### config.mk
export PLATFORM = sky130hd
export DESIGN_NAME = spi_frame_collector_flat
export DESIGN_NICKNAME = d
export VERILOG_FILES = /design/src/rtl/spi_frame_collector_if.sv /design/src/rtl/spi_frame_collector.sv /design/src/flat_wrapper.sv
export SDC_FILE = /design/constraint.sdc
export NUM_CORES = 1
export LEC_CHECK = 0
export CORE_MARGIN = 1.5
export CORE_UTILIZATION = 54
export CTS_CLUSTER_DIAMETER = 80
export DETAILED_ROUTE_END_ITERATION = 6
export PLACE_DENSITY = 0.85
export SLEW_MARGIN = 15
export SYNTH_ARGS = -nofsm -noshare
export SYNTH_HDL_FRONTEND = slang
export SYNTH_SLANG_ARGS = --single-unit
### constraint.sdc
create_clock -name clk_i -period 2.35 [get_ports clk_i]
set_input_delay 0.235 -clock clk_i [delete_from_list [all_inputs] [get_ports clk_i]]
set_output_delay 0.235 -clock clk_i [all_outputs]
set_load 0.1 [all_outputs]
### src/rtl/spi_frame_collector_if.sv
// Packet-side bundle of spi_frame_collector: one assembled SPI frame per transfer.
// Optional read-data field is present when SPI_COLLECTOR_MISO_EN is defined.
interface spi_frame_collector_if #(
   parameter int CMD_W   = 32,
   parameter int ADDR_W  = 32,
   parameter int DUMMY_W = 16,
   parameter int DATA_W  = 32,
   parameter int NUM_CS  = 4
);
   localparam int CS_W = (NUM_CS > 1) ? $clog2(NUM_CS) : 1;

   // Handshake: a packet transfers on every clk edge where pkt_valid_o && pkt_ready_i;
   // once raised, pkt_valid_o and all packet fields hold steady until that edge.
   logic               pkt_valid_o;
   logic               pkt_ready_i;
   logic [CMD_W-1:0]   pkt_cmd_o;
   logic [ADDR_W-1:0]  pkt_addr_o;
   logic [DUMMY_W-1:0] pkt_dummy_o;
   logic [DATA_W-1:0]  pkt_data_o;
   logic [CS_W-1:0]    pkt_cs_o;
   logic [15:0]        pkt_bits_o;
   logic [2:0]         pkt_flag_o;
`ifdef SPI_COLLECTOR_MISO_EN
   logic [DATA_W-1:0]  pkt_rdata_o;
`endif

   modport master (
`ifdef SPI_COLLECTOR_MISO_EN
      output pkt_rdata_o,
`endif
      output pkt_valid_o, pkt_cmd_o, pkt_addr_o, pkt_dummy_o, pkt_data_o,
      output pkt_cs_o, pkt_bits_o, pkt_flag_o,
      input  pkt_ready_i
   );

   modport slave (
`ifdef SPI_COLLECTOR_MISO_EN
      input  pkt_rdata_o,
`endif
      input  pkt_valid_o, pkt_cmd_o, pkt_addr_o, pkt_dummy_o, pkt_data_o,
      input  pkt_cs_o, pkt_bits_o, pkt_flag_o,
      output pkt_ready_i
   );
endinterface

### src/rtl/spi_frame_collector.sv
// Passive SPI frame collector: splits each chip-select frame into cmd/addr/dummy/data fields.
// Optional MISO capture into pkt_rdata_o is enabled by defining SPI_COLLECTOR_MISO_EN.
module spi_frame_collector #(
   parameter int CMD_W   = 32,
   parameter int ADDR_W  = 32,
   parameter int DUMMY_W = 16,
   parameter int DATA_W  = 32,
   parameter int LEN_W   = 6,
   parameter int NUM_CS  = 4
) (
   input  logic              clk_i,
   input  logic              rst_i,
   input  logic [LEN_W-1:0]  cmd_len_i,
   input  logic [LEN_W-1:0]  addr_len_i,
   input  logic [LEN_W-1:0]  dummy_len_i,
   input  logic [LEN_W-1:0]  data_len_i,
   input  logic              spi_sck_i,
   input  logic [NUM_CS-1:0] spi_csn_i,
   input  logic              spi_mosi_i,
`ifdef SPI_COLLECTOR_MISO_EN
   input  logic              spi_miso_i,
`endif
   spi_frame_collector_if.master pkt,
   output logic              ovf_o,
   output logic [2:0]        dbg_state_o
);
   localparam int CS_W = (NUM_CS > 1) ? $clog2(NUM_CS) : 1;

   typedef enum logic [2:0] {
      S_IDLE, S_CMD, S_ADDR, S_DUMMY, S_DATA, S_TAIL
   } state_t;

   state_t state;

   logic [1:0]        sck_sync;
   logic              sck_d;
   logic [NUM_CS-1:0] csn_sync1, csn_s, csn_d;
   logic [1:0]        mosi_sync;
   logic              armed;
   logic [1:0]        settle;
   logic [CS_W-1:0]   cs_sel;
   logic [LEN_W-1:0]  cmd_len_q, addr_len_q, dummy_len_q, data_len_q;
   logic [LEN_W-1:0]  ctr;
   logic [15:0]       bit_cnt;
   logic              excess;
   logic [CMD_W-1:0]   cmd_sr;
   logic [ADDR_W-1:0]  addr_sr;
   logic [DUMMY_W-1:0] dummy_sr;
   logic [DATA_W-1:0]  data_sr;
`ifdef SPI_COLLECTOR_MISO_EN
   logic [1:0]         miso_sync;
   logic [DATA_W-1:0]  rdata_sr;
`endif

   function automatic logic [LEN_W-1:0] sat_len(input logic [LEN_W-1:0] len, input int w);
      if (int'(len) > w) return LEN_W'(w);
      return len;
   endfunction

   // Next phase after 'from' whose length is nonzero; TAIL once nothing remains.
   function automatic state_t next_phase(input state_t from, input logic c, input logic a,
                                         input logic d, input logic t);
      state_t r;
      r = S_TAIL;
      if (from == S_IDLE && c) r = S_CMD;
      else if ((from == S_IDLE || from == S_CMD) && a) r = S_ADDR;
      else if ((from == S_IDLE || from == S_CMD || from == S_ADDR) && d) r = S_DUMMY;
      else if (from != S_DATA && from != S_TAIL && t) r = S_DATA;
      return r;
   endfunction

   logic [LEN_W-1:0] cmd_sat, addr_sat, dummy_sat, data_sat;
   logic [LEN_W-1:0] phase_len, ctr_inc;
   logic [CS_W-1:0]  first_low;
   logic             sck_rise, csn_fall_any, sel_rise;

   assign cmd_sat      = sat_len(cmd_len_i, CMD_W);
   assign addr_sat     = sat_len(addr_len_i, ADDR_W);
   assign dummy_sat    = sat_len(dummy_len_i, DUMMY_W);
   assign data_sat     = sat_len(data_len_i, DATA_W);
   assign sck_rise     = sck_sync[1] & ~sck_d;
   assign csn_fall_any = |(csn_d & ~csn_s);
   assign sel_rise     = csn_s[cs_sel] & ~csn_d[cs_sel];
   assign ctr_inc      = ctr + 1'b1;
   assign dbg_state_o  = state;

   always_comb begin
      first_low = '0;
      for (int i = NUM_CS - 1; i >= 0; i--) begin
         if (!csn_s[i]) first_low = CS_W'(i);
      end
   end

   always_comb begin
      phase_len = '0;
      case (state)
         S_CMD:   phase_len = cmd_len_q;
         S_ADDR:  phase_len = addr_len_q;
         S_DUMMY: phase_len = dummy_len_q;
         S_DATA:  phase_len = data_len_q;
         default: phase_len = '0;
      endcase
   end

   // Synchronisers; csn idles high so its flops reset high to avoid a false fall.
   always_ff @(posedge clk_i) begin
      if (rst_i) begin
         sck_sync  <= '0;
         sck_d     <= 1'b0;
         csn_sync1 <= '1;
         csn_s     <= '1;
         csn_d     <= '1;
         mosi_sync <= '0;
      end else begin
         sck_sync  <= {sck_sync[0], spi_sck_i};
         sck_d     <= sck_sync[1];
         csn_sync1 <= spi_csn_i;
         csn_s     <= csn_sync1;
         csn_d     <= csn_s;
         mosi_sync <= {mosi_sync[0], spi_mosi_i};
      end
   end

`ifdef SPI_COLLECTOR_MISO_EN
   always_ff @(posedge clk_i) begin
      if (rst_i) miso_sync <= '0;
      else       miso_sync <= {miso_sync[0], spi_miso_i};
   end
`endif

   always_ff @(posedge clk_i) begin
      if (rst_i) begin
         state           <= S_IDLE;
         armed           <= 1'b0;
         settle          <= '0;
         cs_sel          <= '0;
         cmd_len_q       <= '0;
         addr_len_q      <= '0;
         dummy_len_q     <= '0;
         data_len_q      <= '0;
         ctr             <= '0;
         bit_cnt         <= '0;
         excess          <= 1'b0;
         cmd_sr          <= '0;
         addr_sr         <= '0;
         dummy_sr        <= '0;
         data_sr         <= '0;
         ovf_o           <= 1'b0;
         pkt.pkt_valid_o <= 1'b0;
         pkt.pkt_cmd_o   <= '0;
         pkt.pkt_addr_o  <= '0;
         pkt.pkt_dummy_o <= '0;
         pkt.pkt_data_o  <= '0;
         pkt.pkt_cs_o    <= '0;
         pkt.pkt_bits_o  <= '0;
         pkt.pkt_flag_o  <= '0;
`ifdef SPI_COLLECTOR_MISO_EN
         rdata_sr        <= '0;
         pkt.pkt_rdata_o <= '0;
`endif
      end else begin
         ovf_o <= 1'b0;
         // settle covers the two cycles where csn_s still shows its reset value.
         if (settle != 2'd2) settle <= settle + 2'd1;
         if (pkt.pkt_valid_o && pkt.pkt_ready_i) pkt.pkt_valid_o <= 1'b0;

         case (state)
            S_IDLE: begin
               if (!armed) begin
                  if (settle == 2'd2 && (&csn_s)) armed <= 1'b1;
               end else if (csn_fall_any) begin
                  cs_sel      <= first_low;
                  cmd_len_q   <= cmd_sat;
                  addr_len_q  <= addr_sat;
                  dummy_len_q <= dummy_sat;
                  data_len_q  <= data_sat;
                  ctr         <= '0;
                  bit_cnt     <= '0;
                  excess      <= 1'b0;
                  cmd_sr      <= '0;
                  addr_sr     <= '0;
                  dummy_sr    <= '0;
                  data_sr     <= '0;
`ifdef SPI_COLLECTOR_MISO_EN
                  rdata_sr    <= '0;
`endif
                  state <= next_phase(S_IDLE, cmd_sat != '0, addr_sat != '0,
                                      dummy_sat != '0, data_sat != '0);
               end
            end
            default: begin
               if (sel_rise) begin
                  state <= S_IDLE;
                  if (pkt.pkt_valid_o && !pkt.pkt_ready_i) begin
                     ovf_o <= 1'b1;
                  end else begin
                     pkt.pkt_valid_o <= 1'b1;
                     pkt.pkt_cmd_o   <= cmd_sr;
                     pkt.pkt_addr_o  <= addr_sr;
                     pkt.pkt_dummy_o <= dummy_sr;
                     pkt.pkt_data_o  <= data_sr;
                     pkt.pkt_cs_o    <= cs_sel;
                     pkt.pkt_bits_o  <= bit_cnt;
                     pkt.pkt_flag_o  <= {excess, state != S_TAIL, state == S_TAIL};
`ifdef SPI_COLLECTOR_MISO_EN
                     pkt.pkt_rdata_o <= rdata_sr;
`endif
                  end
               end else if (sck_rise) begin
                  if (bit_cnt != 16'hFFFF) bit_cnt <= bit_cnt + 16'd1;
                  case (state)
                     S_CMD:   cmd_sr   <= {cmd_sr[CMD_W-2:0], mosi_sync[1]};
                     S_ADDR:  addr_sr  <= {addr_sr[ADDR_W-2:0], mosi_sync[1]};
                     S_DUMMY: dummy_sr <= {dummy_sr[DUMMY_W-2:0], mosi_sync[1]};
                     S_DATA: begin
                        data_sr <= {data_sr[DATA_W-2:0], mosi_sync[1]};
`ifdef SPI_COLLECTOR_MISO_EN
                        rdata_sr <= {rdata_sr[DATA_W-2:0], miso_sync[1]};
`endif
                     end
                     default: excess <= 1'b1;
                  endcase
                  if (state != S_TAIL) begin
                     if (ctr_inc == phase_len) begin
                        ctr   <= '0;
                        state <= next_phase(state, 1'b0, addr_len_q != '0,
                                            dummy_len_q != '0, data_len_q != '0);
                     end else begin
                        ctr <= ctr_inc;
                     end
                  end
               end
            end
         endcase
      end
   end
endmodule

### src/flat_wrapper.sv
// flat-port wrapper written by rule: the top's interface ports become plain ports
module spi_frame_collector_flat 
#(
   parameter int CMD_W   = 32,
   parameter int ADDR_W  = 32,
   parameter int DUMMY_W = 16,
   parameter int DATA_W  = 32,
   parameter int LEN_W   = 6,
   parameter int NUM_CS  = 4
)
  (clk_i, rst_i, cmd_len_i, addr_len_i, dummy_len_i, data_len_i, spi_sck_i, spi_csn_i, spi_mosi_i, ovf_o, dbg_state_o, pkt_pkt_valid_o, pkt_pkt_cmd_o, pkt_pkt_addr_o, pkt_pkt_dummy_o, pkt_pkt_data_o, pkt_pkt_cs_o, pkt_pkt_bits_o, pkt_pkt_flag_o, pkt_pkt_ready_i);
  spi_frame_collector_if #(.CMD_W(CMD_W), .ADDR_W(ADDR_W), .DUMMY_W(DUMMY_W), .DATA_W(DATA_W), .NUM_CS(NUM_CS)) pkt_i ();
  input  logic clk_i;
  input  logic rst_i;
  input  logic [LEN_W-1:0] cmd_len_i;
  input  logic [LEN_W-1:0] addr_len_i;
  input  logic [LEN_W-1:0] dummy_len_i;
  input  logic [LEN_W-1:0] data_len_i;
  input  logic spi_sck_i;
  input  logic [NUM_CS-1:0] spi_csn_i;
  input  logic spi_mosi_i;
  output logic ovf_o;
  output logic [2:0] dbg_state_o;
  output wire logic [$bits(pkt_i.pkt_valid_o)-1:0] pkt_pkt_valid_o;
  output wire logic [$bits(pkt_i.pkt_cmd_o)-1:0] pkt_pkt_cmd_o;
  output wire logic [$bits(pkt_i.pkt_addr_o)-1:0] pkt_pkt_addr_o;
  output wire logic [$bits(pkt_i.pkt_dummy_o)-1:0] pkt_pkt_dummy_o;
  output wire logic [$bits(pkt_i.pkt_data_o)-1:0] pkt_pkt_data_o;
  output wire logic [$bits(pkt_i.pkt_cs_o)-1:0] pkt_pkt_cs_o;
  output wire logic [$bits(pkt_i.pkt_bits_o)-1:0] pkt_pkt_bits_o;
  output wire logic [$bits(pkt_i.pkt_flag_o)-1:0] pkt_pkt_flag_o;
  input wire logic [$bits(pkt_i.pkt_ready_i)-1:0] pkt_pkt_ready_i;
  assign pkt_pkt_valid_o = pkt_i.pkt_valid_o;
  assign pkt_pkt_cmd_o = pkt_i.pkt_cmd_o;
  assign pkt_pkt_addr_o = pkt_i.pkt_addr_o;
  assign pkt_pkt_dummy_o = pkt_i.pkt_dummy_o;
  assign pkt_pkt_data_o = pkt_i.pkt_data_o;
  assign pkt_pkt_cs_o = pkt_i.pkt_cs_o;
  assign pkt_pkt_bits_o = pkt_i.pkt_bits_o;
  assign pkt_pkt_flag_o = pkt_i.pkt_flag_o;
  assign pkt_i.pkt_ready_i = pkt_pkt_ready_i;
  spi_frame_collector #(.CMD_W(CMD_W), .ADDR_W(ADDR_W), .DUMMY_W(DUMMY_W), .DATA_W(DATA_W), .LEN_W(LEN_W), .NUM_CS(NUM_CS)) u_core (.clk_i(clk_i), .rst_i(rst_i), .cmd_len_i(cmd_len_i), .addr_len_i(addr_len_i), .dummy_len_i(dummy_len_i), .data_len_i(data_len_i), .spi_sck_i(spi_sck_i), .spi_csn_i(spi_csn_i), .spi_mosi_i(spi_mosi_i), .pkt(pkt_i), .ovf_o(ovf_o), .dbg_state_o(dbg_state_o));
endmodule
==> flow_metrics.py, run 1 <==
metrics = {
    "hold_path": {
        "worstHoldPathType": "in -> reg",
    },
    "placed_design": {
        "dp_hpwl_um": 19200,
        "gp_congestion": 0.880,
        "dp_slack_ns": 0.0941,
        "io_buffers": 170,
    },
    "logic_synthesis": {
        "synthFlopType": "dfxtp_1",
        "synth_top_area_cell": "dfxtp_1",
        "synth-warning-count": 0,
        "avgSynthCellArea_um2": 8.12,
        "netlist_instances": 1484,
        "synthesis.area_um2": 12100,
        "ys_ff_latch": 319,
        "syn_nets": 1520,
        "synth.distinct_cells": 56,
        "synthTopCellsByArea": "dfxtp_1, nand2_1, a21oi_1",
        "synth-edff-count": 0,
        "seq_area_frac_synth_pct": 53.0,
        "synthArstFlopShare_pct": 0,
        "yosysTopAreaCellShare_pct": 53.0,
    },
    "layout": {
        "syn_to_final_growth_pct": 24.0,
        "fillers": 1775,
        "diodes": 0,
        "nets": 1653,
        "drive_gt1_share_pct": 16.6,
    },
    "route": {
        "ant_nets": 0,
        "drt-initial-drc-count": 802,
        "wl_per_cell_um": 15.2,
        "wirelength_um": 29300,
        "drt_pass1_iterations": 5,
        "dr_total_vias": 10597,
        "route.detailed.drc": 0,
        "vias_per_cell": 5.51,
    },
    "clock_network": {
        "clock_latency_ns": 0.56,
        "cts_tree": "done",
        "root_buffer": "clkbuf_16",
        "clkSinkCount": 319,
        "cts_buffers": 31,
        "cts_buffer_depth": 3,
        "clkSlewWorstSetupHoldPaths_ns": 0.06,
        "cts_max_level": 1,
    },
    "floorplan": {
        "die_area_um2": 23200,
        "num_io_pins": 171,
        "core_um2": 21900,
        "rows": 54,
        "die_y_um": 152,
        "start_util_pct": 55.0,
        "die_x_um": 152,
    },
    "setup_path": {
        "crit_fanout": 14,
        "crit_end": "u_core.dbg_state_o[2]",
        "crit_type": "reg -> reg",
        "rrSetupSlack_ns": 0.06,
        "r2r_cells": 9,
        "cp.arrival_ns": 2.71,
        "startpoint_type": "flop",
        "r2r-end": "u_core.dbg_state_o[2]",
        "r2r-start": "u_core.dbg_state_o[1]",
        "crit_start": "u_core.dbg_state_o[1]",
        "cp.required_ns": 2.77,
        "crit_path_end_kind": "flop",
    },
    "timing": {
        "rsz0062_at_grt": "true",
        "finalCritPeriodShare_pct": 97.5,
        "maxSlewViolCount": 0,
        "fin_worst_skew_ns": 0.00692,
        "fin_ws_ns": 0.0591,
        "period_needed_ns": 2.29,
        "finalSetupViolCount": 0,
        "tightest_slew_ns": 0.874,
        "hold_viol_final": 0,
        "slew-limit-headroom_pct": 41.7,
        "fmax_mhz": 437,
    },
    "outcome": {
        "outcome": "completed",
    },
    "pwr": {
        "ir_drop_uv": 569,
        "cellLeakagePower_nw": 5.42,
        "power_mw": 12.2,
        "p_per_area_nw_per_um2": 814,
    },
    "grt": {
        "grt_max_degree": 143,
        "antenna_found_initial": 0,
        "first_global_vias": 9705,
        "grt.total_usage_pct": 24.5,
        "grt_pass1_wl_um": 48100,
        "grt_overflow_total": 0,
    },
    "flow_run": {
        "drv_cap": 0,
    },
}
[per-layer routing]
layer	track usage [%]	routed length (µm)	vias to the layer above
met5	0	0	-
li1	-	-	5273
met4	7.07	736	0
met2	39.4	13600	307
met1	34.1	13200	4963
met3	3.84	1710	54
[cells in the final DEF, fill, tap and decap left out, types with 4 or more instances in the layout]
cell type | netlist | final
nand2_1 | 405 | 404
dfxtp_1 | 319 | 315
a21oi_1 | 258 | 257
buf_4 | 0 | 170
nand3_1 | 109 | 109
nor2_1 | 66 | 66
a22oi_1 | 31 | 31
clkbuf_16 | 0 | 31
clkdlybuf4s50_1 | 0 | 31
xor2_1 | 17 | 17
nor2b_1 | 17 | 16
nand3b_1 | 15 | 15
or2_2 | 12 | 12
o21ai_0 | 12 | 12
and3_1 | 13 | 11
buf_12 | 0 | 11
nand4_1 | 10 | 10
clkbuf_8 | 0 | 9
nor4_1 | 9 | 8
nor3_1 | 7 | 7
clkinv_2 | 0 | 6
inv_1 | 5 | 5
or4_1 | 5 | 5
bufinv_16 | 0 | 5
xnor2_1 | 4 | 4
a211o_1 | 4 | 4
clkbuf_1 | 76 | 4
[cells in the mapped netlist (3+ instances only)]
| cell | instances |
|---|---|
| xnor2_1 | 4 |
| inv_1 | 5 |
| a211o_1 | 4 |
| o21ai_0 | 12 |
| buf_6 | 3 |
| a21oi_1 | 258 |
| and3_1 | 13 |
| nand3b_1 | 15 |
| nor2_1 | 66 |
| nand3_1 | 109 |
| buf_2 | 19 |
| xor2_1 | 17 |
| dfxtp_1 | 319 |
| ha_1 | 3 |
| nor2b_1 | 17 |
| nand2b_1 | 3 |
| nand2_1 | 405 |
| nand4_1 | 10 |
| a22oi_1 | 31 |
| or2_2 | 12 |
| a22o_1 | 3 |
| or3_1 | 3 |
| clkbuf_1 | 76 |
| nor4_1 | 9 |
| nor3_1 | 7 |
| and3b_1 | 3 |
| buf_1 | 16 |
| or4_1 | 5 |
[worst max-delay path, cell delays in order (launching register included)]
cell	delay, ns
dfxtp_4	0.42
and2b_4	0.23
a22o_1	0.19
a222oi_1	0.26
buf_4	0.18
xor2_1	0.05
nor4_1	0.26
buf_4	0.23
mux2i_1	0.19
nand3_1	0.13
[kinds of logic after synthesis]
group | share of synthesized area, %
fa+ha+maj | 0.312
mux | 0.353
buf+inv | 4.12
xor+xnor | 1.53
simple gates | 25.6
flops | 53.0
compound gates | 15.0
[cell type report]
| type | instances | area, µm² | area share [%] |
|---|---|---|---|
| timing repair buffer | 214 | 1830 | 12.3 |
| clock inverter | 14 | 206 | 1.38 |
| tap | 280 | 350 | 2.34 |
| sequential | 319 | 6400 | 42.8 |
| inverter | 6 | 22.5 | 0.151 |
| clock buffer | 44 | 915 | 6.12 |
| multi-input combinational | 1045 | 5220 | 34.9 |
[timing repair]
item	in CTS	in global routing
buffers inserted	0	2
hold endpoints to repair	11	0
hold buffers	1	0
endpoints found under the setup margin	0	24
gates resized for setup	0	7
[registers in the layout (all words and copies together), names as in the netlist, 6 cells and up]
| name | cells |
|---|---|
| u_core.pkt.pkt_bits_o | 16 |
| u_core.dummy_sr | 16 |
| u_core.addr_len_q | 6 |
| u_core.pkt.pkt_addr_o | 32 |
| u_core.pkt.pkt_data_o | 32 |
| u_core.cmd_len_q | 6 |
| u_core.pkt.pkt_cmd_o | 32 |
| u_core.bit_cnt | 16 |
| u_core.data_len_q | 6 |
| u_core.data_sr | 32 |
| u_core.ctr | 6 |
| u_core.addr_sr | 32 |
| u_core.pkt.pkt_dummy_o | 16 |
| u_core.cmd_sr | 32 |
| u_core.dummy_len_q | 6 |
[worst min-delay path by stage]
stage,startpoint,to,slack [ns],depth (start not counted)
after global routing,spi_mosi_i,u_core.mosi_sync[0],0.24,2
after detailed placement,u_core.csn_sync1[0],u_core.csn_s[0],0.39,1
final,spi_mosi_i,u_core.mosi_sync[0],0.24,2
after global placement,u_core.csn_sync1[0],u_core.csn_s[0],0.39,1
after CTS,spi_mosi_i,u_core.mosi_sync[0],0.22,2
after floorplan,spi_csn_i[0],u_core.csn_sync1[0],0.34,1
[through the flow]
step                      utilization [%]  hold WS [ns]  setup TNS [ns]  cells  cell area [µm²]
after global routing                 68.2         0.241         -0.0127   1922            14900
final                                68.2         0.236               0   1922            14900
after CTS                            68.1         0.220               0   1920            14900
after global placement               62.9         0.393               0   1861            13800
after detailed placement             62.9         0.394               0   1861            13800
after floorplan                         -         0.339               0   1484            12100
[report_power, final]
part	switching (mW)	internal [mW]	total (mW)
Sequential	0.0624	5.47	5.53
Combinational	0.887	0.404	1.29
Clock	2.08	3.26	5.34
(Power assumes the default switching activity.)
==> inputs of run 2 (changes only) <==
--- a/config.mk
+++ b/config.mk
@@ -6,10 +6,10 @@
 export NUM_CORES = 1
 export LEC_CHECK = 0
 export CORE_MARGIN = 1.5
-export CORE_UTILIZATION = 54
+export CORE_UTILIZATION = 45
 export CTS_CLUSTER_DIAMETER = 80
 export DETAILED_ROUTE_END_ITERATION = 6
-export PLACE_DENSITY = 0.85
+export PLACE_DENSITY = 0.68
 export SLEW_MARGIN = 15
 export SYNTH_ARGS = -nofsm -noshare
 export SYNTH_HDL_FRONTEND = slang
==> flow_metrics.py, run 2 (synthesized netlist as in run 1, its figures left out) <==
metrics = {
    "pwr": {
        "cellLeakagePower_nw": 5.45,
        "ir_drop_uv": 500,
        "p_per_area_nw_per_um2": 826,
    },
    "setup_path": {
        "cp.required_ns": 2.79,
        "crit_path_end_kind": "flop",
        "r2r_cells": 8,
        "r2r-end": "u_core.ctr[4]",
        "crit_type": "reg -> reg",
        "crit_fanout": 12,
        "startpoint_type": "flop",
        "cp.arrival_ns": 2.72,
        "rrSetupSlack_ns": 0.07,
        "r2r-start": "u_core.dbg_state_o[0]",
    },
    "outcome": {
        "outcome": "finished, violations left",
        "violations": "design-rule violations",
    },
    "layout": {
        "nets": 1656,
        "fillers": 2375,
        "final_cells": 1981,
        "register_area_um2": 6400,
        "multi_input_area_um2": 5230,
        "diodes": 0,
        "mostFrequentLayoutCells": "nand2_1, dfxtp_1, a21oi_1",
        "drive_gt1_share_pct": 16.8,
        "syn_to_final_growth_pct": 25.3,
        "final_common_cell": "nand2_1",
    },
    "route": {
        "drt_pass1_iterations": 7,
        "vias_per_cell": 5.33,
        "wirelength_um": 29600,
        "dr_total_vias": 10567,
        "drt-initial-drc-count": 761,
        "route.detailed.drc": 23,
        "wl_per_cell_um": 15.0,
        "ant_nets": 0,
    },
    "floorplan": {
        "start_util_pct": 46.0,
        "die_area_um2": 27800,
        "die_x_um": 167,
        "num_io_pins": 171,
        "rows": 59,
        "core_um2": 26200,
        "die_y_um": 167,
    },
    "timing": {
        "rsz0062_at_grt": "true",
        "fin_hold_ws_ns": 0.145,
        "finalSetupViolCount": 0,
        "period_needed_ns": 2.28,
        "slew-limit-headroom_pct": 58.1,
        "maxSlewViolCount": 0,
        "tightest_slew_ns": 0.629,
        "fin_worst_skew_ns": 0.0237,
        "finalSetupTns_ns": 0,
        "finalCritPeriodShare_pct": 97.0,
        "hold_viol_final": 0,
        "fmax_mhz": 439,
    },
    "clock_network": {
        "clkSinkCount": 319,
        "root_buffer": "clkbuf_16",
        "clock_latency_ns": 0.51,
        "cts_max_level": 2,
        "cts_buffers": 35,
        "cts_tree": "done",
        "cts_buffer_depth": 3,
        "clkSlewWorstSetupHoldPaths_ns": 0.06,
        "cts_hold_buf": 0,
    },
    "placed_design": {
        "dp_hpwl_um": 19300,
        "dp_cells": 1914,
        "io_buffers": 170,
        "gp_congestion": 0.863,
    },
    "grt": {
        "grt_pass1_wl_um": 48100,
        "first_global_vias": 9595,
        "grt.total_usage_pct": 20.5,
        "antenna_found_initial": 0,
        "grt_max_degree": 131,
        "grt_overflow_total": 0,
    },
    "hold_path": {
        "worstHoldEndpoint": "u_core.ctr[2]",
        "worstHoldPathType": "in -> reg",
        "min_from": "rst_i",
        "holdPathStages": 2,
    },
    "flow_run": {
        "drv_cap": 0,
    },
}
-- run 2: worst max-delay path by stage --
stage	startpoint	to	slack, ns	depth (start not counted)
2_1_floorplan	u_core.dbg_state_o[2]	u_core.dbg_state_o[0]	0.003	9
3_3_place_gp	u_core.dbg_state_o[0]	u_core.dbg_state_o[2]	0.09	9
3_5_place_dp	u_core.dbg_state_o[2]	u_core.ctr[2]	0.03	8
4_1_cts	u_core.dbg_state_o[2]	u_core.ctr[5]	0.02	8
5_1_grt	u_core.dbg_state_o[0]	u_core.ctr[4]	-0.008	8
6_report	u_core.dbg_state_o[0]	u_core.ctr[4]	0.07	8
-- run 2: repair_timing --
item | 4_1_cts | 5_1_grt
resized for setup | 0 | 9
endpoints found under the setup margin | 0 | 22
buffers inserted | 0 | 3
hold endpoints to repair | 0 | 0
-- run 2: critical path: stages (launching register included) --
cell and delay [ns]:
dfxtp_4 0.39, and3b_2 0.27, a22o_1 0.26, or4_1 0.41, nand4b_1 0.11, nor4_1 0.06
buf_4 0.17, or4_1 0.42, a21oi_2 0.14
-- run 2: final cells by class --
class / instances / share of cell area (%)
tap: 335 / 2.78
sequential: 319 / 42.4
multi-input combinational: 1046 / 34.7
inverter: 6 / 0.149
timing repair buffer: 212 / 12.0
clock inverter: 15 / 1.28
clock buffer: 48 / 6.73
-- run 2: report_power, final --
part           internal [mW]  total (mW)  switching (mW)
clock                   3.48        5.63            2.15
combinational          0.399        1.29           0.893
sequential              5.47        5.54          0.0683
-- run 2: metrics by stage --
stage / util, % / setup WS [ns] / cell area [µm²] / power, mW
final: 57.6 / 0.0702 / 15100 / 12.5
after detailed placement: 52.8 / 0.0328 / 13800 / 6.88
after global placement: 52.8 / 0.0901 / 13800 / 6.87
after floorplan: - / 0.00267 / 12100 / 6.50
after global routing: 57.6 / -0.00752 / 15100 / 12.9
after CTS: 57.4 / 0.0207 / 15000 / 12.5
-- run 2: metal layers --
metal | global-route usage (%) | up-vias | wire [µm]
met5 | 0 | - | 0
met1 | 28.7 | 4957 | 14000
li1 | - | 5287 | -
met2 | 31.9 | 276 | 13200
met4 | 6.76 | 0 | 642
met3 | 4.04 | 47 | 1730
